File: src/rtl/lcd_ctrl.sv
// HD44780 parallel-bus controller: buffers LSU byte writes in a small FIFO and
// replays them as timed RS/DATA/EN bus cycles after a built-in init sequence.
module lcd_ctrl #(
  parameter int unsigned FIFO_DEPTH  = 8,
  parameter int unsigned T_PWRUP_CYC = 750000,
  parameter int unsigned T_SETUP_CYC = 3,
  parameter int unsigned T_EN_CYC    = 25,
  parameter int unsigned T_CMD_CYC   = 2000,
  parameter int unsigned T_CLR_CYC   = 82000
) (
  input  logic        i_clk,
  input  logic        i_reset,
  input  logic        i_lcd_wr,
  input  logic [31:0] i_lcd_word,
  output logic        o_lcd_ready,
  output logic        o_lcd_busy,
  output logic        o_lcd_ovf,
  output logic [7:0]  o_lcd_data,
  output logic        o_lcd_rs,
  output logic        o_lcd_rw,
  output logic        o_lcd_en,
  output logic        o_lcd_on
);

  localparam int unsigned AW      = $clog2(FIFO_DEPTH);
  localparam int unsigned T_MAX_0 = (T_PWRUP_CYC > T_CLR_CYC) ? T_PWRUP_CYC : T_CLR_CYC;
  localparam int unsigned T_MAX_1 = (T_CMD_CYC > T_EN_CYC) ? T_CMD_CYC : T_EN_CYC;
  localparam int unsigned T_MAX_2 = (T_MAX_1 > T_SETUP_CYC) ? T_MAX_1 : T_SETUP_CYC;
  localparam int unsigned T_MAX   = (T_MAX_0 > T_MAX_2) ? T_MAX_0 : T_MAX_2;
  localparam int unsigned CW      = $clog2(T_MAX + 1);

  typedef struct packed {
    logic       rs;
    logic [7:0] data;
  } lcd_cmd_t;

  typedef enum logic [2:0] {
    S_PWRUP,
    S_SETUP,
    S_EN,
    S_WAIT,
    S_IDLE
  } state_t;

  state_t        state, state_d;
  logic [CW-1:0] cnt, cnt_d, wait_last;
  lcd_cmd_t      bus, bus_d, wr_cmd;
  logic [1:0]    init_idx, init_idx_d;
  logic          init_done, init_done_d;
  logic [AW:0]   wr_ptr, rd_ptr, wr_ptr_d, rd_ptr_d;
  logic          full, empty, push, pop, is_clr, busy_d;
  lcd_cmd_t      mem [FIFO_DEPTH];
  logic          unused_word_bits;

  function automatic lcd_cmd_t init_cmd(input logic [1:0] idx);
    lcd_cmd_t c;
    c.rs = 1'b0;
    case (idx)
      2'd0:    c.data = 8'h38;
      2'd1:    c.data = 8'h0C;
      2'd2:    c.data = 8'h01;
      default: c.data = 8'h06;
    endcase
    return c;
  endfunction

  // FIFO status: full is judged on the pre-edge pointers, so a pop never frees room for a same-edge push
  assign wr_cmd           = lcd_cmd_t'(i_lcd_word[8:0]);
  assign unused_word_bits = &{1'b0, i_lcd_word[31:9]};
  assign empty            = (wr_ptr == rd_ptr);
  assign full             = (wr_ptr[AW] != rd_ptr[AW]) && (wr_ptr[AW-1:0] == rd_ptr[AW-1:0]);
  assign push             = i_lcd_wr & ~full;
  assign pop              = (state == S_IDLE) & ~empty;
  assign wr_ptr_d         = wr_ptr + {{AW{1'b0}}, push};
  assign rd_ptr_d         = rd_ptr + {{AW{1'b0}}, pop};

  assign o_lcd_ready = ~full;
  assign o_lcd_rw    = 1'b0;
  assign o_lcd_data  = bus.data;
  assign o_lcd_rs    = bus.rs;

  // Clear/home commands need the long post-EN wait
  assign is_clr    = ~bus.rs && (bus.data == 8'h01 || bus.data == 8'h02 || bus.data == 8'h03);
  assign wait_last = is_clr ? CW'(T_CLR_CYC - 1) : CW'(T_CMD_CYC - 1);

  always_ff @(posedge i_clk) begin
    if (push) mem[wr_ptr[AW-1:0]] <= wr_cmd;
  end

  // Next-state logic: each state counts its own dwell, counter reloads on every entry
  always_comb begin
    state_d     = state;
    cnt_d       = cnt + CW'(1);
    bus_d       = bus;
    init_idx_d  = init_idx;
    init_done_d = init_done;
    case (state)
      S_PWRUP: begin
        if (cnt == CW'(T_PWRUP_CYC - 1)) begin
          state_d    = S_SETUP;
          cnt_d      = '0;
          init_idx_d = 2'd0;
          bus_d      = init_cmd(2'd0);
        end
      end
      S_SETUP: begin
        if (cnt == CW'(T_SETUP_CYC - 1)) begin
          state_d = S_EN;
          cnt_d   = '0;
        end
      end
      S_EN: begin
        if (cnt == CW'(T_EN_CYC - 1)) begin
          state_d = S_WAIT;
          cnt_d   = '0;
        end
      end
      S_WAIT: begin
        if (cnt == wait_last) begin
          cnt_d = '0;
          if (!init_done && init_idx != 2'd3) begin
            init_idx_d = init_idx + 2'd1;
            bus_d      = init_cmd(init_idx + 2'd1);
            state_d    = S_SETUP;
          end else begin
            init_done_d = 1'b1;
            state_d     = S_IDLE;
          end
        end
      end
      S_IDLE: begin
        cnt_d = '0;
        if (pop) begin
          bus_d   = mem[rd_ptr[AW-1:0]];
          state_d = S_SETUP;
        end
      end
      default: begin
        state_d = S_PWRUP;
        cnt_d   = '0;
      end
    endcase
  end

  assign busy_d = (state_d != S_IDLE) | ~init_done_d | (wr_ptr_d != rd_ptr_d);

  always_ff @(posedge i_clk or negedge i_reset) begin
    if (!i_reset) begin
      state      <= S_PWRUP;
      cnt        <= '0;
      bus        <= '0;
      init_idx   <= 2'd0;
      init_done  <= 1'b0;
      wr_ptr     <= '0;
      rd_ptr     <= '0;
      o_lcd_en   <= 1'b0;
      o_lcd_busy <= 1'b1;
      o_lcd_ovf  <= 1'b0;
      o_lcd_on   <= 1'b0;
    end else begin
      state      <= state_d;
      cnt        <= cnt_d;
      bus        <= bus_d;
      init_idx   <= init_idx_d;
      init_done  <= init_done_d;
      wr_ptr     <= wr_ptr_d;
      rd_ptr     <= rd_ptr_d;
      o_lcd_en   <= (state_d == S_EN);
      o_lcd_busy <= busy_d;
      o_lcd_ovf  <= o_lcd_ovf | (i_lcd_wr & full);
      o_lcd_on   <= 1'b1;
    end
  end

endmodule

File: config.mk
export PLATFORM = sky130hd
export DESIGN_NAME = lcd_ctrl
export DESIGN_NICKNAME = d
export VERILOG_FILES = /design/src/rtl/lcd_ctrl.sv
export SDC_FILE = /design/constraint.sdc
export NUM_CORES = 1
export LEC_CHECK = 0
export ABC_AREA = 1
export BUFFER_PORTS_ARGS = -buffer_cell sky130_fd_sc_hd__buf_4
export CAP_MARGIN = 10
export CORE_UTILIZATION = 50
export CTS_CLUSTER_SIZE = 8
export DETAILED_ROUTE_END_ITERATION = 10
export GPL_TIMING_DRIVEN = 0
export PLACE_DENSITY = 0.69
export SETUP_SLACK_MARGIN = 0.4
export SYNTH_ARGS = -nofsm -noshare
export SYNTH_HDL_FRONTEND = slang
export SYNTH_SLANG_ARGS = --single-unit
File: constraint.sdc
create_clock -name i_clk -period 5.3 [get_ports i_clk]
set_input_delay 1.06 -clock i_clk [delete_from_list [all_inputs] [get_ports i_clk]]
set_output_delay 1.06 -clock i_clk [all_outputs]
set_load 0.02 [all_outputs]
==> impl_metrics.ini <==
[sta]
slew_headroom_pct = 24.53
tightest_slew_ps = 1128
rsz0062_at_grt = no
clock.fmax_mhz = 366.2
skew_ps = 7.380
min_period_ps = 2731
fin_ws_ps = 2569
min_period_over_period_pct = 51.52
fin_setup_tns_ps = 0
maxSlewViolCount = 0
hold_violations = 0
finalSetupViolations = 0

[outcome]
violations = DRC
status = complete, but fails checks

[cells_and_area]
multi_input_area_mm2 = 0.002261
n_fill_cell = 957
area_delta_synth_final_pct = 16.73
stdcell_area_mm2 = 0.006930
seq_area_mm2 = 0.003339
antenna_cells = 0
layout.nets = 716
drive_gt1_share_pct = 17.86

[clock_tree]
htreeDepth = 4
cts_max_path_buffers = 2
cts_root_buffer = clkbuf_16
clk_pin_slew_ps = 60
cts_buffers = 17
cts.repair.resized = 0
hold_buffers = 0
clock-sinks = 119
cts_tree = yes
clock_latency_ps = 420
postCtsSetupRepairBufs = 0

[synthesis]
syn_inst = 626
syn_nets = 672
ys.flop_type = edfxtp_1
synth.most_common_cell = nand2_1
syn-cell-area_mm2 = 0.005937
synth-seq-cells = 119
yosysUniqueCellTypes = 42
yosysWarnings = 0
synth_top_area_share_pct = 36.42
ys_seq_area_share_pct = 56.25
synth_area_leaders = edfxtp_1 36%, dfrtp_1 19%, nand2_1 8.7%
synth_edf_count = 72
synth_area_leader_cell = edfxtp_1
ys_top_cells_by_count = 137 x nand2_1, 99 x nor2_1, 72 x edfxtp_1
avgSynthCellArea_um2 = 9.484
async_flop_share_pct = 39.50

[worst_setup_path]
cp-end-kind = output pin
rr_worst_depth = 8
worst_setup_path_start_kind = register
cp_data_required_time_ps = 4240
path_class = reg2out
worstPathArrival_ps = 1670
crit_fanout = 6

[global_routing]
grt_overflow = 0
grt_max_degree = 48
first_global_vias = 4471
busiest_layer = met2
grt_usage_pct = 23.73
use_met2_pct = 38.20
antenna_found_initial = 0
grt_pass1_wl_mm = 21.93
grt_use_met1_pct = 28.49
grtUsageMet3_pct = 6.998

[floorplan]
fp.coreArea_mm2 = 0.01152
start_util_pct = 51.55
die_width_um = 111.0
num_rows = 39
die_h_um = 111.0
pin_count = 50
die_area_mm2 = 0.01231

[power_and_ir_drop]
p_sw_uw = 432.6
seq_power_share_pct = 44.6
power.internal_mw = 1.779
pwr-share-comb_pct = 1.0
peakVddDrop_v = 0.0002665
clockPowerShare_pct = 54.4
cellLeakagePower_nw = 2.962
power.density_mw_per_mm2 = 319.2
swShare_pct = 19.56

[detailed_routing]
viasPerCell = 5.496
drc = 6
drt-total-wl_mm = 13.26
wire_per_inst_um = 16.05
first_iter_violations = 400
antenna_left = 0
vias = 4540
drt_first_pass_iters = 8

[worst_hold_path]
hold_depth = 1
hp-class = reg2reg

[placed_design]
place_congestion = 0.8943
portBuffers = 25
place_ws_ps = 2621
dp_hpwl_mm = 9.245
postPlaceCellArea_mm2 = 0.006304

[job]
cap_violations = 0
## cell usage in the layout (no fill, tap or decap), types with 2 or more instances in the layout
cell          n
buf_2         9
buf_6         2
xor2_1       16
nor3_1        2
nor2_2        4
inv_1        44
nand3_1      47
bufinv_16     4
a21oi_1      19
inv_4         2
nor2_4        4
inv_2         9
clkinv_4      4
edfxtp_1     72
nand4_1       9
a21oi_2      10
nand2_2       9
xnor2_1       4
ha_1         11
nor3_4        2
clkinvlp_4    2
o21ai_0      26
conb_1        2
nor2_1       99
nand2_1     137
buf_4        28
dfrtp_1      46
clkinv_1      3
o22ai_1       3
clkbuf_16    17
nand3_4       2
o211ai_1     11
o21bai_1      2
nor3_2        4
clkbuf_1      4
## metal layers
metal	vias up	share of wire [%]	routed length [um]
met3	40	5.4	716
met1	2171	43	5676
met4	0	3.0	393
met2	163	49	6470
met5	-	0	0
li1	2166	-	-
## power groups by stage
stage / sequential, mW / clock (mW) / combinational, mW
2_1_floorplan: 1.00 / 0 / 0.00138
3_3_place_gp: 1.00 / 0 / 0.0214
3_5_place_dp: 1.00 / 0 / 0.0225
4_1_cts: 0.986 / 1.22 / 0.0224
5_1_grt: 0.986 / 1.26 / 0.0250
6_report: 0.986 / 1.20 / 0.0218
## final timing paths
kind / from / end / slack, ps
min in group asynchronous: i_reset / cnt[13] / 650
setup / recovery: wr_ptr[1] / o_lcd_ready / 2570
max in group asynchronous: i_reset / state[0] / 4260
hold reg to reg: o_lcd_ovf / o_lcd_ovf / 480
setup reg to reg: rd_ptr[2] / mem[3][6] / 2830
hold / removal: o_lcd_ovf / o_lcd_ovf / 480
## metrics by stage
step           utilization (%)  power [mW]  hold slack, ps  std cells
6_report                 60.18       2.212           480.5        826
4_1_cts                  60.18       2.230           486.3        826
3_3_place_gp             54.74       1.025           461.7        794
5_1_grt                  60.18       2.267           506.9        826
3_5_place_dp             54.74       1.026           469.8        794
2_1_floorplan                -       1.006           493.2        626
## registers in the layout, indices dropped and copies added, names as in the netlist, 2 cells and up
name,flops
mem,72
cnt,20
o_lcd_data,8
rd_ptr,4
wr_ptr,4
state,3
init_idx,2
## final cells by class
type                       count  area share (%)
tap                          143           2.582
inverter                      55           3.051
buffer                        19           1.805
timing repair buffer          25           2.708
clock inverter                15           2.907
multi-input combinational    433           32.62
clock buffer                  17           6.138
sequential                   119           48.19
## cells by family (layout without fill, tap and decap cells)
logic type | count (synthesis) | count (layout) | synth area share, %
compound gates | 76 | 76 | 7.966
xor+xnor | 20 | 20 | 2.950
fa+ha+maj | 11 | 11 | 2.318
simple gates | 324 | 324 | 24.72
flops | 119 | 119 | 56.25
buf+inv | 74 | 131 | 5.669
other cells | 2 | 2 | 0.1265
## worst max-delay path, stage by stage, from the launching register on
cell	delay, ps
dfrtp_1	460
xor2_1	190
nor2_1	190
nand4_1	200
buf_4	210
No activity file was read; power rests on OpenSTA's default activity.
